## src/rtl/game_pkg.sv

```systemverilog
// Shared types for the 1A2B round controller: FSM states, history entry
// layout and score sizing.
package game_pkg;

    localparam int SCORE_W = 3;
    localparam int DIGITS  = 4;

    typedef enum logic [2:0] {
        IDLE,
        CLEAR,
        GEN,
        WAIT_GUESS,
        LATCH,
        SCORE,
        WIN,
        LOSE
    } state_t;

    typedef struct packed {
        logic [SCORE_W-1:0] a;
        logic [SCORE_W-1:0] b;
    } hist_entry_t;

    // A or B can never exceed the number of digits in a guess
    function automatic logic [SCORE_W-1:0] clamp_score(
        input logic [SCORE_W-1:0] s
    );
        return (s > SCORE_W'(DIGITS)) ? SCORE_W'(DIGITS) : s;
    endfunction

endpackage

```

## src/rtl/round_history.sv

```systemverilog
// Circular store of scored guesses; read index 0 is the newest entry,
// and unwritten slots read back as zero.
module round_history
    import game_pkg::*;
#(
    parameter int HIST_DEPTH = 8,
    parameter int AW         = $clog2(HIST_DEPTH)
) (
    input  logic          clk,
    input  logic          reset,
    input  logic          clr,
    input  logic          wr_en,
    input  hist_entry_t   wr_data,
    input  logic [AW-1:0] rd_idx,
    output hist_entry_t   rd_data,
    output logic          rd_valid
);

    hist_entry_t   mem [HIST_DEPTH];
    logic [AW-1:0] wr_ptr;
    logic [AW:0]   count;
    logic [AW-1:0] rd_addr;

    always_ff @(posedge clk or posedge reset) begin
        if (reset) begin
            wr_ptr <= '0;
            count  <= '0;
            for (int i = 0; i < HIST_DEPTH; i++) begin
                mem[i] <= '0;
            end
        end else if (clr) begin
            wr_ptr <= '0;
            count  <= '0;
        end else if (wr_en) begin
            mem[wr_ptr] <= wr_data;
            wr_ptr      <= wr_ptr + 1'b1;
            if (count != (AW+1)'(HIST_DEPTH)) begin
                count <= count + 1'b1;
            end
        end
    end

    // Pointer arithmetic wraps because the depth is a power of two
    assign rd_addr  = wr_ptr - AW'(1) - rd_idx;
    assign rd_valid = ({1'b0, rd_idx} < count);
    assign rd_data  = rd_valid ? mem[rd_addr] : '0;

endmodule

```

## src/rtl/game_round_ctrl.sv

```systemverilog
// 1A2B round controller: sequences dp secret generation and guess scoring,
// tracks attempts and win/lose, and keeps a history of past scores.
module game_round_ctrl
    import game_pkg::*;
#(
    parameter int MAX_TRIES  = 10,
    parameter int HIST_DEPTH = 8
) (
    input  logic                          clk,
    input  logic                          reset,
    input  logic                          start,
    input  logic                          submit,
    input  logic                          dp_valid,
    input  logic                          dp_input_error,
    input  logic                          dp_same,
    input  logic [SCORE_W-1:0]            a_num,
    input  logic [SCORE_W-1:0]            b_num,
    output logic                          dp_clear,
    output logic                          save_test,
    output logic                          guess_latch,
    output logic                          busy,
    output logic                          win,
    output logic                          lose,
    output logic                          err_pulse,
    output logic [3:0]                    attempts,
    output logic [SCORE_W-1:0]            last_a,
    output logic [SCORE_W-1:0]            last_b,
    input  logic [$clog2(HIST_DEPTH)-1:0] hist_rd_idx,
    output logic [2*SCORE_W-1:0]          hist_rd_data,
    output logic                          hist_rd_valid
);

    state_t      state;
    state_t      nxt;
    logic        abort;
    logic        last_try;
    logic        hist_wr;
    hist_entry_t entry;
    hist_entry_t rd_entry;

    assign abort    = start && (state != CLEAR);
    assign last_try = (attempts + 4'd1) == 4'(MAX_TRIES);
    assign hist_wr  = (state == SCORE) && !abort;
    assign entry    = '{a: clamp_score(a_num), b: clamp_score(b_num)};

    always_comb begin
        nxt = state;
        if (abort) begin
            nxt = CLEAR;
        end else begin
            unique case (state)
                IDLE:       nxt = IDLE;
                CLEAR:      nxt = GEN;
                GEN:        nxt = dp_valid ? WAIT_GUESS : GEN;
                WAIT_GUESS: nxt = (submit && !dp_input_error)
                                  ? LATCH : WAIT_GUESS;
                LATCH:      nxt = SCORE;
                SCORE: begin
                    if (dp_same)       nxt = WIN;
                    else if (last_try) nxt = LOSE;
                    else               nxt = WAIT_GUESS;
                end
                WIN:        nxt = WIN;
                LOSE:       nxt = LOSE;
                default:    nxt = IDLE;
            endcase
        end
    end

    // Outputs are registered from the next state so they align with it
    always_ff @(posedge clk or posedge reset) begin
        if (reset) begin
            state       <= IDLE;
            dp_clear    <= 1'b0;
            save_test   <= 1'b0;
            guess_latch <= 1'b0;
            busy        <= 1'b0;
            win         <= 1'b0;
            lose        <= 1'b0;
            err_pulse   <= 1'b0;
            attempts    <= '0;
            last_a      <= '0;
            last_b      <= '0;
        end else begin
            state       <= nxt;
            dp_clear    <= (nxt == CLEAR);
            save_test   <= (nxt == GEN);
            guess_latch <= (nxt == LATCH);
            win         <= (nxt == WIN);
            lose        <= (nxt == LOSE);
            busy        <= !(nxt inside {IDLE, WIN, LOSE});
            err_pulse   <= !abort && (state == WAIT_GUESS)
                           && submit && dp_input_error;
            if (abort) begin
                attempts <= '0;
                last_a   <= '0;
                last_b   <= '0;
            end else if (state == SCORE) begin
                attempts <= attempts + 4'd1;
                last_a   <= entry.a;
                last_b   <= entry.b;
            end
        end
    end

    round_history #(
        .HIST_DEPTH (HIST_DEPTH)
    ) u_hist (
        .clk      (clk),
        .reset    (reset),
        .clr      (abort),
        .wr_en    (hist_wr),
        .wr_data  (entry),
        .rd_idx   (hist_rd_idx),
        .rd_data  (rd_entry),
        .rd_valid (hist_rd_valid)
    );

    assign hist_rd_data = rd_entry;

endmodule

```

## config.mk

```make
export PLATFORM = sky130hd
export DESIGN_NAME = game_round_ctrl
export DESIGN_NICKNAME = d
export VERILOG_FILES = /design/src/rtl/game_pkg.sv /design/src/rtl/round_history.sv /design/src/rtl/game_round_ctrl.sv
export SDC_FILE = /design/constraint.sdc
export NUM_CORES = 1
export LEC_CHECK = 0
export BUFFER_PORTS_ARGS = -buffer_cell sky130_fd_sc_hd__buf_2
export CAP_MARGIN = 10
export CORE_UTILIZATION = 35
export CTS_CLUSTER_DIAMETER = 60
export CTS_CLUSTER_SIZE = 16
export DETAILED_ROUTE_END_ITERATION = 16
export GPL_ROUTABILITY_DRIVEN = 0
export HOLD_SLACK_MARGIN = 0.02
export PLACE_DENSITY = 0.5
export SETUP_SLACK_MARGIN = 0.05
export SLEW_MARGIN = 20
export SYNTH_ARGS = -nofsm -noshare
export SYNTH_HDL_FRONTEND = slang
export SYNTH_SLANG_ARGS = --single-unit
```

## constraint.sdc

```tcl
create_clock -name clk -period 2.83 [get_ports clk]
set_input_delay 0.283 -clock clk [delete_from_list [all_inputs] [get_ports clk]]
set_output_delay 0.283 -clock clk [all_outputs]
set_load 0.01 [all_outputs]
```

==> results of run 1 <==
## repair_timing
item | in CTS | in global routing
hold buffers | 1 | 0
endpoints found under the setup margin | 6 | 5
gates resized for setup | 2 | 2
setup buffers | 0 | 2
endpoints found under the hold margin | 19 | 0
## worst max-delay path, cell delays in order, from the launching register on
cell and delay [ns]:
dfrtp_1 0.35, ha_1 0.14, inv_1 0.05, fa_2 0.63
buf_8 0.18, mux4_2 0.30, mux2i_1 0.21, nor2_1 0.07
buf_2 0.14
## power groups by stage
stage	clock network [W]	registers [W]	logic, W
3_5_place_dp	0	0.00124	0.000456
2_1_floorplan	0	0.00122	0.000359
6_report	0.00101	0.00122	0.000463
3_3_place_gp	0	0.00124	0.000461
4_1_cts	0.00105	0.00122	0.000461
5_1_grt	0.00109	0.00124	0.000514
## cell type report
class	instances	area, sq um	share of cell area, %
Timing Repair Buffer	49	292.8	6.822
Clock inverter	7	121.4	2.828
Inverter	11	41.29	0.9621
Multi-Input combinational cell	197	1669	38.89
Clock buffer	9	123.9	2.886
Sequential cell	75	1877	43.73
Tap cell	133	166.4	3.878
## kinds of logic after synthesis
logic type	Yosys count	share of synthesized area [%]
compound gates	51	8.299
xor+xnor	4	0.9604
fa+ha+maj	9	3.292
buf+inv	24	3.086
flops	75	51.44
mux	53	19.79
simple gates	80	13.13
## flip-flops by register name, summed over array words and instances, names as in the netlist
name and cells:
err_pulse 1, guess_latch 1, save_test 1, dp_clear 1, busy 1, win 1, lose 1, last_b 3
u_hist.count 4, state 3, attempts 4, last_a 3, u_hist.mem 48, u_hist.wr_ptr 3
## routing by layer
layer  track usage (%)  up-vias  wire length, microns
met2             26.90       34                  3891
met1             20.40     1172                  3716
met4             4.592        0                   102
li1                  -     1146                     -
met3             3.634        8                   222
met5                 0        -                     0
## cells in the final DEF (no fill, tap or decap), types with 2 or more instances in the layout
cell type / synthesis / final
mux2_2: 33 / 33
dfrtp_1: 75 / 75
o21ai_0: 32 / 32
inv_1: 11 / 10
and3_1: 3 / 3
ha_1: 8 / 8
nor2_1: 15 / 15
nand4_2: 2 / 2
a22o_1: 2 / 2
a21o_1: 2 / 2
nor3_1: 2 / 2
nand2b_1: 6 / 6
clkbuf_8: 0 / 9
nand2_1: 32 / 32
a21boi_0: 2 / 2
and3b_1: 2 / 2
buf_4: 2 / 7
a21oi_1: 4 / 4
buf_2: 6 / 39
mux4_2: 12 / 12
nor2b_1: 7 / 7
bufinv_16: 0 / 3
inv_6: 0 / 2
mux2i_1: 8 / 8
nor4_4: 2 / 2
xor2_1: 3 / 3
a31oi_1: 2 / 2
## per-stage QoR
step | TNS, ns | hold WS (ns)
after floorplan | 0 | 0.4362
after global placement | 0 | 0.4008
after detailed placement | 0 | 0.4026
after CTS | 0 | 0.1622
after global routing | -0.001086 | 0.1646
final | 0 | 0.1774
## final timing paths
path | cells after the start | from | endpoint | slack (ns)
max | 8 | u_hist.wr_ptr[0]$_DFFE_PP0P_ | hist_rd_data[5] | 0.14
min | 2 | dp_input_error | err_pulse$_DFF_PP0_ | 0.18
max reg2reg | 3 | state[0]$_DFF_PP0_ | u_hist.mem[25]$_DFFE_PP0P_ | 0.80
min reg2reg | 2 | u_hist.mem[16]$_DFFE_PP0P_ | u_hist.mem[16]$_DFFE_PP0P_ | 0.48
max in group asynchronous | 4 | reset | u_hist.mem[31]$_DFFE_PP0P_ | 1.61
min in group asynchronous | 3 | reset | last_a[0]$_DFFE_PP0P_ | 0.54
==> results.json, run 1 <==
{
  "status": "completed",
  "p_int_w": 0.001963,
  "ys_ff_latch": 75,
  "netlist_area_sq_mm": 0.003648,
  "drc": 0,
  "worstPathMaxFanout": 8,
  "yosys.area.top_type": "dfrtp_1",
  "syn_area_per_cell_sq_um": 12.33,
  "final_util_pct": 43.11,
  "grt_max_degree": 50,
  "yosys_warnings": 0,
  "routedWlPerCell_microns": 16.49,
  "p_sw_share_pct": 27.29,
  "grt_overflow_total": 0,
  "initial_core_util_pct": 36.65,
  "num_vias": 2360,
  "synth_flop_cell": "dfrtp_1",
  "synth_most_common_cell": "dfrtp_1",
  "cts.clk_slew.worst_paths_ns": 0.08,
  "fmax_mhz": 371.6,
  "firstDrtPassIters": 4,
  "critical_path.endpoint_type": "output port",
  "finalMaxSlewViolations": 0,
  "dieWidth_microns": 104.1,
  "stdcell_count": 481,
  "worst_slew_pin_slew_ns": 1.051,
  "combPwrFrac_pct": 17.1,
  "die_area_sq_mm": 0.01084,
  "viasPerCell": 4.906,
  "htreeDepth": 3,
  "antenna_found_initial": 0,
  "area_growth_syn_to_layout_pct": 17.63,
  "cts_tree": "yes",
  "clock_latency_ns": 0.35,
  "track_usage_pct": 15.92,
  "rsz0062_at_grt": "yes",
  "fin_ws_ns": 0.1386,
  "cts.sink_count": 75,
  "skew_ns": 0.01122,
  "grt_pass1_vias": 2481,
  "pwr-share-seq_pct": 45.3,
  "p_per_area_mw_per_mm2": 629.0,
  "design_area_sq_mm": 0.004292,
  "timing.final.crit_share_pct": 95.10,
  "drt.antenna.violating_nets": 0,
  "synth_top_area_share_pct": 51.44,
  "yosys.cell_types.count": 44,
  "synth_area_leaders": "dfrtp_1, mux2_2, mux4_2",
  "dp_hpwl_microns": 5393,
  "syn-num-nets": 321,
  "totalWireLength_microns": 7934,
  "dpl-instance-area_sq_mm": 0.004004,
  "arrival_ns": 2.41,
  "port_buffers": 39,
  "clk_path_buf_depth": 2,
  "post-place-cells": 462,
  "drive_above_1_share_pct": 35.34,
  "async_flop_share_pct": 100.0,
  "io_pins": 40,
  "p_sw_w": 0.0007368,
  "synth-seq-area-share_pct": 51.44,
  "synth_common_cells": "dfrtp_1, mux2_2, nand2_1, o21ai_0, nor2_1",
  "core-area_sq_mm": 0.009955,
  "worstPathRequired_ns": 2.55,
  "irDropWorstVdd_uv": 251.0,
  "clkPwrFrac_pct": 37.6,
  "hp-class": "in2reg",
  "relSlewSlack_pct": 27.92,
  "crit_type": "reg2out",
  "drv_cap": 0,
  "critPathLaunchType": "flip-flop",
  "rows": 36,
  "diodes": 0,
  "drt_iter0_drc": 62,
  "netlist_instances": 296,
  "cellLeakagePower_nw": 2.060,
  "grt_pass1_wl_microns": 13210,
  "hold_violations": 0,
  "setup_viol": 0,
  "place_ws_ns": 0.1647,
  "numCtsBuffers": 9,
  "power.total_w": 0.002699,
  "fill_cells": 984,
  "clockRootBuffer": "clkbuf_8",
  "synth_edf_count": 0,
  "final.min_clock_period_ns": 2.691,
  "fp.dieH_microns": 104.1,
  "final_net_count": 368
}
Power figures use the tool's default switching activity.
==> run 2, diff against run 1 <==
--- a/config.mk
+++ b/config.mk
@@ -7,13 +7,13 @@
 export LEC_CHECK = 0
 export BUFFER_PORTS_ARGS = -buffer_cell sky130_fd_sc_hd__buf_2
 export CAP_MARGIN = 10
-export CORE_UTILIZATION = 35
+export CORE_UTILIZATION = 34
 export CTS_CLUSTER_DIAMETER = 60
 export CTS_CLUSTER_SIZE = 16
 export DETAILED_ROUTE_END_ITERATION = 16
 export GPL_ROUTABILITY_DRIVEN = 0
 export HOLD_SLACK_MARGIN = 0.02
-export PLACE_DENSITY = 0.5
+export PLACE_DENSITY = 0.49
 export SETUP_SLACK_MARGIN = 0.05
 export SLEW_MARGIN = 20
 export SYNTH_ARGS = -nofsm -noshare
==> run 2 against run 1 <==
Register-to-register slack worse by 0.04 ns. Routed wire length up 0.57%. Cell count up 0.62%. Global-route usage about the same. Sequential share of layout area up 0.37 points. Combinational power up 1%. Critical path type unchanged. Largest cell class unchanged.
==> results.json, run 2 (same netlist as run 1, synthesis figures left out) <==
{
  "status": "completed",
  "relSlewSlack_pct": 53.76,
  "drive_above_1_share_pct": 34.77,
  "antenna_found_initial": 0,
  "holdWs_ns": 0.1958,
  "drc": 0,
  "cts_setup_buffers": 0,
  "mostFrequentLayoutCell": "dfrtp_1",
  "irDropWorstVdd_uv": 302.4,
  "drv_cap": 0,
  "numCtsBuffers": 9,
  "p_per_area_mw_per_mm2": 614.0,
  "num_vias": 2417,
  "hp-class": "in2reg",
  "cts.sink_count": 75,
  "reg_top3": "u_hist.mem: 48 flops, attempts: 4 flops, u_hist.count: 4 flops",
  "timing.final.crit_share_pct": 93.56,
  "grt_pass1_vias": 2494,
  "diodes": 0,
  "final_net_count": 368,
  "track_usage_pct": 15.93,
  "dieWidth_microns": 105.6,
  "critical_path.endpoint_type": "output port",
  "viasPerCell": 4.994,
  "finalMaxSlewViolations": 0,
  "area_growth_syn_to_layout_pct": 16.63,
  "setup_viol": 0,
  "grt_pass1_wl_microns": 13320,
  "io_pins": 40,
  "power.total_w": 0.002613,
  "firstDrtPassIters": 4,
  "fmax_mhz": 377.7,
  "post-place-cells": 467,
  "port_buffers": 39,
  "clk_path_buf_depth": 2,
  "cellLeakagePower_nw": 2.032,
  "clockRootBuffer": "clkbuf_8",
  "drt.antenna.violating_nets": 0,
  "final.min_clock_period_ns": 2.648,
  "finalSetupTns_ns": 0,
  "final_cell_mix": "dfrtp_1, buf_2, mux2_2",
  "worstPathCellList": "ha_1 > inv_1 > fa_1 > buf_4 > mux4_2 > mux2i_1 > nor2_1 > buf_2",
  "fp.dieH_microns": 105.6,
  "htreeDepth": 3,
  "worstPathRequired_ns": 2.55,
  "stdcell_count": 484,
  "totalWireLength_microns": 7979,
  "fill_cells": 1033,
  "regMostFlops": "u_hist.mem",
  "grt_max_degree": 31,
  "crit_type": "reg2out",
  "rows": 37,
  "largest_reg_flops": 48,
  "core-area_sq_mm": 0.01037,
  "grt_overflow_total": 0,
  "routedWlPerCell_microns": 16.49,
  "rsz0062_at_grt": "no",
  "dp_hpwl_microns": 5593,
  "cpPeakStageDelay_ns": 0.56,
  "worstPathMaxFanout": 7,
  "cpMaxStageDelayCell": "fa_1",
  "initial_core_util_pct": 35.18,
  "skew_ns": 0.01080,
  "critPathLaunchType": "flip-flop",
  "drt_iter0_drc": 72,
  "cts_tree": "yes",
  "clock_latency_ns": 0.35,
  "worst_slew_pin_slew_ns": 0.6936,
  "die_area_sq_mm": 0.01115,
  "cts.clk_slew.worst_paths_ns": 0.09,
  "design_area_sq_mm": 0.004255,
  "arrival_ns": 2.36,
  "hold_violations": 0,
  "dpl-instance-area_sq_mm": 0.004010
}
## run 2: cell types whose count changed in the layout (fill, tap and decap cells not counted), sizes merged
cell	delta
clkinv	-1
inv	-1
bufinv	-1
clkinvlp	+2
clkbuf	+1
## run 2: final timing paths
path / startpoint / to / slack, ns / depth (start not counted)
worst max-delay path: u_hist.wr_ptr[0]$_DFFE_PP0P_ / hist_rd_data[4] / 0.18 / 8
worst min-delay path: dp_input_error / err_pulse$_DFF_PP0_ / 0.20 / 2
worst max register to register: state[2]$_DFF_PP0_ / u_hist.mem[24]$_DFFE_PP0P_ / 0.76 / 3
worst min register to register: u_hist.mem[19]$_DFFE_PP0P_ / u_hist.mem[19]$_DFFE_PP0P_ / 0.48 / 2
min in group asynchronous: reset / last_a[1]$_DFFE_PP0P_ / 0.54 / 3
max in group asynchronous: reset / u_hist.wr_ptr[0]$_DFFE_PP0P_ / 1.49 / 4
## run 2: critical path: cells and delay by family, from the launching register on
family                     cells  cell delay [ns]
adders and majority gates      2             0.70
buffers and inverters          3             0.40
DFF                            1             0.36
muxes                          2             0.50
and+or+nand+nor                1             0.06
## run 2: cell type report
cell class | instances | area (sq um) | area share (%)
Tap cell | 136 | 170.2 | 3.999
Multi-Input combinational cell | 197 | 1678 | 39.43
Clock inverter | 6 | 88.84 | 2.088
Sequential cell | 75 | 1877 | 44.10
Inverter | 11 | 41.29 | 0.9703
Timing Repair Buffer | 49 | 272.8 | 6.410
Clock buffer | 10 | 127.6 | 2.999
## run 2: metal layers
layer	track usage, %	up-vias	wire, microns
met5	0	-	0
li1	-	1145	-
met1	21.57	1215	3908
met4	5.556	0	155
met2	24.58	44	3619
met3	4.391	13	295
## run 2: where the power goes
group	switching (W)	total [W]	internal (W)
Clock	0.000423	0.000922	0.000499
Combinational	0.000249	0.000469	0.000220
Sequential	0.0000702	0.00122	0.00115
## run 2: metrics by stage
stage	setup slack (ns)	util, %
after floorplan	0.4149	-
after global placement	0.1400	38.67
after detailed placement	0.1160	38.67
after CTS	0.1235	40.93
after global routing	0.06304	41.04
final	0.1822	41.04
## run 2: repair_timing
action                     in CTS  in global routing
gates cloned                    0                  0
setup endpoints to repair       6                  3
resized for setup               1                  1
hold endpoints to repair       24                  0
hold buffers                    1                  0
